File: src/rtl/arbiter_bus_request_buffer_pkg.sv
// Shared sizing for the arbiter ingress request buffer.
// Provides the default depth/width plus pointer and count types.
package arbiter_bus_request_buffer_pkg;

  localparam int unsigned ARB_FIFO_DEPTH = 16;
  localparam int unsigned ARB_BUS_WIDTH  = 8;
  localparam int unsigned ARB_PTR_W      = $clog2(ARB_FIFO_DEPTH);
  localparam int unsigned ARB_CNT_W      = ARB_PTR_W + 1;

  typedef logic [ARB_PTR_W-1:0] arb_ptr_t;
  typedef logic [ARB_CNT_W-1:0] arb_cnt_t;

endpackage

File: src/rtl/arbiter_bus_request_buffer_mem.sv
// Simple dual-port FIFO storage: synchronous write, asynchronous read.
// Ports: i_clk, i_we/i_waddr/i_wdata write side, i_raddr/o_rdata read side.
module arbiter_bus_request_buffer_mem
  import arbiter_bus_request_buffer_pkg::*;
#(
  parameter int unsigned DEPTH = ARB_FIFO_DEPTH,
  parameter int unsigned WIDTH = ARB_BUS_WIDTH,
  parameter int unsigned AW    = $clog2(DEPTH)
) (
  input  logic             i_clk,
  input  logic             i_we,
  input  logic [AW-1:0]    i_waddr,
  input  logic [WIDTH-1:0] i_wdata,
  input  logic [AW-1:0]    i_raddr,
  output logic [WIDTH-1:0] o_rdata
);

  logic [WIDTH-1:0] r_mem [DEPTH];

  always_ff @(posedge i_clk) begin
    if (i_we) begin
      r_mem[i_waddr] <= i_wdata;
    end
  end

  assign o_rdata = r_mem[i_raddr];

endmodule

File: src/rtl/arbiter_bus_request_buffer.sv
// Per-lane ingress FIFO feeding one input of the N-in-1-out arbiter.
// Ports: ap_clk/ap_rst_n/flush, din handshake, arbiter grant/req/bus, fifo_count.
module arbiter_bus_request_buffer
  import arbiter_bus_request_buffer_pkg::*;
#(
  parameter int unsigned BUS_WIDTH   = ARB_BUS_WIDTH,
  parameter int unsigned FIFO_DEPTH  = ARB_FIFO_DEPTH,
  parameter int unsigned COUNT_WIDTH = $clog2(FIFO_DEPTH) + 1
) (
  input  logic                   ap_clk,
  input  logic                   ap_rst_n,
  input  logic                   flush,
  input  logic                   din_valid,
  input  logic [BUS_WIDTH-1:0]   din,
  output logic                   din_ready,
  input  logic                   arbiter_grant,
  output logic                   arbiter_req,
  output logic                   arbiter_bus_valid,
  output logic [BUS_WIDTH-1:0]   arbiter_bus_out,
  output logic [COUNT_WIDTH-1:0] fifo_count
);

  localparam int unsigned PW = $clog2(FIFO_DEPTH);
  localparam logic [COUNT_WIDTH-1:0] FULL_CNT = COUNT_WIDTH'(FIFO_DEPTH);

  logic [PW-1:0]          r_wr_ptr;
  logic [PW-1:0]          r_rd_ptr;
  logic [COUNT_WIDTH-1:0] r_count;
  logic                   r_rst_done;

  logic                   w_full;
  logic                   w_empty;
  logic                   w_push;
  logic                   w_pop;
  logic [BUS_WIDTH-1:0]   w_rdata;

  assign w_full  = (r_count == FULL_CNT);
  assign w_empty = (r_count == '0);

  // Ready ignores a same-cycle pop: no bypass when full.
  assign din_ready = r_rst_done & ~flush & ~w_full;
  assign w_push    = din_valid & din_ready;
  assign w_pop     = arbiter_grant & ~w_empty & ~flush;

  assign arbiter_req = ~w_empty;
  assign fifo_count  = r_count;

  arbiter_bus_request_buffer_mem #(
    .DEPTH (FIFO_DEPTH),
    .WIDTH (BUS_WIDTH),
    .AW    (PW)
  ) u_mem (
    .i_clk   (ap_clk),
    .i_we    (w_push),
    .i_waddr (r_wr_ptr),
    .i_wdata (din),
    .i_raddr (r_rd_ptr),
    .o_rdata (w_rdata)
  );

  always_ff @(posedge ap_clk or negedge ap_rst_n) begin
    if (!ap_rst_n) begin
      r_wr_ptr          <= '0;
      r_rd_ptr          <= '0;
      r_count           <= '0;
      r_rst_done        <= 1'b0;
      arbiter_bus_valid <= 1'b0;
      arbiter_bus_out   <= '0;
    end else begin
      r_rst_done <= 1'b1;
      if (flush) begin
        r_wr_ptr          <= '0;
        r_rd_ptr          <= '0;
        r_count           <= '0;
        arbiter_bus_valid <= 1'b0;
        arbiter_bus_out   <= '0;
      end else begin
        if (w_push) begin
          r_wr_ptr <= r_wr_ptr + 1'b1;
        end
        if (w_pop) begin
          r_rd_ptr <= r_rd_ptr + 1'b1;
        end
        r_count <= r_count
                 + COUNT_WIDTH'(w_push)
                 - COUNT_WIDTH'(w_pop);
        // Bus is zeroed on idle cycles rather than held.
        arbiter_bus_valid <= w_pop;
        arbiter_bus_out   <= w_pop ? w_rdata : '0;
      end
    end
  end

endmodule

File: config.mk
export PLATFORM = sky130hd
export DESIGN_NAME = arbiter_bus_request_buffer
export DESIGN_NICKNAME = d
export VERILOG_FILES = /design/src/rtl/arbiter_bus_request_buffer_pkg.sv /design/src/rtl/arbiter_bus_request_buffer_mem.sv /design/src/rtl/arbiter_bus_request_buffer.sv
export SDC_FILE = /design/constraint.sdc
export NUM_CORES = 1
export LEC_CHECK = 0
export CAP_MARGIN = 20
export CORE_MARGIN = 8
export CORE_UTILIZATION = 60
export DETAILED_ROUTE_END_ITERATION = 12
export PLACE_DENSITY_LB_ADDON = 0.05
export SKIP_LAST_GASP = 1
export SYNTH_ARGS = -nofsm -noshare
export SYNTH_HDL_FRONTEND = slang
export SYNTH_SLANG_ARGS = --single-unit
File: constraint.sdc
create_clock -name ap_clk -period 3.4 [get_ports ap_clk]
set_input_delay 1.02 -clock ap_clk [delete_from_list [all_inputs] [get_ports ap_clk]]
set_output_delay 1.02 -clock ap_clk [all_outputs]
set_load 0.01 [all_outputs]
==> flow_summary.ini, run 1 <==
[status]
status = finished clean

[setup_path]
worstPathArrival_ns = 2.23
worst-setup-path-type = flop to output port
crit_chain = inv_1 -> ha_1 -> or4b_1 -> clkdlybuf4s50_1
r2r_cells = 15
critPathLaunch = fifo_count[2]
r2r-end = fifo_count[4]
cp.required_ns = 2.38
crit_end = arbiter_req
worst_setup_path_end_kind = output port
reg2reg_setup_slack_ns = 0.40
cp_slowest_stage_delay_ns = 0.53
critPathSlowestCell = or4b_1
critPathMaxFanout = 5
rr_startpoint = fifo_count[2]
start_kind = flop

[global_routing]
use_met3 = 0.0504
grt_use_met1 = 0.245
grt_util_met2 = 0.248
grt_antenna_before_repair = 0
grt_pass1_vias = 3047
grt_use_total = 0.174
grt_first_pass_wirelength_microns = 18000
grt_start_max_net_pins = 24
busiest_layer = met2
grt.overflow.total = 0

[finish]
areaGrowthSynthToFinish_pct = 15.7
finalNonFillerCells = 517
drive_gt1_frac = 0.152
diodes = 0
nets = 393
final_cell_area_sq_um = 7230

[clock_network]
cts_tree = done
clock_latency_ns = 0.51
cts_made_buffers = 17
cts.sinks = 151
h-tree-depth = 4
clk_pin_slew_ns = 0.06
clockRootBuffer = clkbuf_8
clockBufferDepth = 2
cts_hold_buf = 0

[timing]
slew_headroom = 0.420
period_share = 0.957
finalMaxSlewViolations = 0
period_needed_ns = 3.25
fmax_mhz = 307
finalSetupViolations = 0
rsz0062_at_grt = no
fin_setup_tns_ns = 0
hold_slack_ns = 0.553
worst_slack_ns = 0.145
max_slew.worst_pin.slew_ns = 0.870
final_hold_viol_count = 0
clock_skew_ns = 0.00696

[placement]
gp_congestion = 0.785
dpl_worst_slack_ns = -0.00841
hpwl_microns = 7410
placed_cells = 485
io_buffers = 28
placed_cell_area_sq_um = 6640

[die]
num_io_pins = 29
die_w_microns = 118
rows = 37
initial_core_util = 0.611
die_y_microns = 118
die-area_sq_um = 13900
core-area_sq_um = 10200

[synth]
ys.flop_type = edfxtp_1
ys_async_sr_fraction = 0.152
ys_top_cells_by_area = edfxtp_1 (61%), mux4_1 (9.2%), dfrtp_1 (9.2%), mux4_2 (3.6%), ha_1 (2.2%)
syn-instance-count = 321
netlist.area_leader.share = 0.615
synth_edf_count = 128
ys_ff_latch = 151
yosysTopAreaCell = edfxtp_1
synth_nets = 346
synth_cell_types = 35
netlist_area_sq_um = 6250
yosysSeqAreaShare = 0.707
synth.avg_cell_area_sq_um = 19.5
ys_warn_count = 0

[route]
ant_nets = 0
drt-pass1-iter-count = 4
wl_microns = 11400
num_vias = 2943
viasPerCell = 5.69
wire_per_inst_microns = 22.1
initialDrtViolationCount = 183
drc = 0

[worst_hold_path]
hold_class = flop to flop

[pwr]
p_leak_nw = 2.54
max-vdd-ir-drop_mv = 0.379
power_density_nw_per_um2 = 677

[run]
cap_viol_max_count = 0
==> logic make-up after synthesis <==
logic type                 share of synthesized area
adders and majority gates                     0.0252
and+or+nand+nor                               0.0520
DFF                                            0.707
xor gates and xnor gates                     0.00981
muxes                                          0.143
other                                       0.000600
buffers and inverters                         0.0366
AOI/OAI and AO/OA                             0.0260
==> how the worst min path moves through the flow <==
| stage | from | to | slack [ns] | cells after the start |
|---|---|---|---|---|
| floorplan | r_wr_ptr[3] | r_wr_ptr[3] | 0.48 | 1 |
| global placement | r_wr_ptr[3] | r_wr_ptr[3] | 0.50 | 1 |
| detailed placement | r_wr_ptr[3] | r_wr_ptr[3] | 0.54 | 1 |
| CTS | r_wr_ptr[3] | r_wr_ptr[3] | 0.55 | 1 |
| global route | r_wr_ptr[3] | r_wr_ptr[3] | 0.58 | 1 |
| finish | r_wr_ptr[3] | r_wr_ptr[3] | 0.55 | 1 |
==> synth_stat cells, drive strengths merged, types with 4 or more instances <==
| master | number |
|---|---|
| nand3 | 6 |
| inv | 13 |
| a211oi | 16 |
| mux2i | 9 |
| clkbuf | 10 |
| buf | 6 |
| mux4 | 32 |
| dfrtp | 23 |
| ha | 11 |
| nor3 | 5 |
| xor2 | 4 |
| and2 | 17 |
| nor2 | 9 |
| edfxtp | 128 |
| nor2b | 12 |
==> repair_timing <==
| item | 4_1_cts | 5_1_grt |
|---|---|---|
| gates resized for setup | 0 | 2 |
| buffers inserted | 0 | 0 |
| endpoints found under the setup margin | 0 | 1 |
==> final cells by class <==
cell class,count,area [sq um]
flip-flops and latches,151,4420
multi-input cells,141,1610
well taps,136,170
clock inverters,5,28.8
clock buffers,27,556
fillers,655,3000
repair buffers,44,403
inverters,13,48.8
==> cell usage in the layout, fill, tap and decap left out, types with 2 or more instances in the layout <==
cell type        netlist  final
clkbuf_1               2      3
mux4_2                10     10
nor2b_1               12     11
nand3_1                6      6
clkinv_2               0      4
xnor2_1                3      3
a211oi_1              16     16
mux4_1                22     22
ha_1                  11     11
clkbuf_8               6      5
buf_4                  0     16
xor2_1                 4      4
nor3_1                 5      5
inv_1                 13     13
mux2i_1                9      9
clkbuf_16              0     19
and2_1                17     17
nand2_1                2      2
clkdlybuf4s50_1        0     27
nor2_1                 9      9
a21oi_1                3      3
edfxtp_1             128    128
dfrtp_1               23     22
==> flip-flops by register name (all words and copies together) (netlist names) <==
| name | cells |
|---|---|
| r_wr_ptr | 4 |
| arbiter_bus_out | 8 |
| fifo_count | 5 |
| u_mem.r_mem | 128 |
| arbiter_bus_valid | 1 |
| r_rd_ptr | 4 |
| r_rst_done | 1 |
==> report_power, final <==
group	internal (mW)	switching, mW
combinational	0.506	0.411
clock	1.10	0.689
sequential	2.07	0.112
total	3.68	1.21
==> through the flow <==
step           total power, mW  utilization
2_1_floorplan             2.86            -
3_3_place_gp              3.14        0.649
3_5_place_dp              3.15        0.649
4_1_cts                   4.93        0.706
5_1_grt                   5.08        0.707
6_report                  4.89        0.707
==> per-layer routing <==
metal / share of wire / wire [microns] / vias to the layer above
met3: 0.060 / 685 / 19
li1: - / - / 1368
met5: 0 / 0 / -
met1: 0.47 / 5370 / 1470
met4: 0.017 / 199 / 0
met2: 0.45 / 5170 / 86
==> worst max-delay path: cells and delay by family, from the launching register on <==
kind	cells	cell delay, ns
flip-flops	1	0.40
AND/OR/NAND/NOR	1	0.53
adder cells (fa/ha/maj)	1	0.17
buffers and inverters	2	0.61
Power figures use the tool's default switching activity.
==> run 2, diff against run 1 <==
CTS_CLUSTER_DIAMETER = 150   (was not set)
==> results of run 2 <==
Final layout, timing and power as in run 1 (identical DEF).
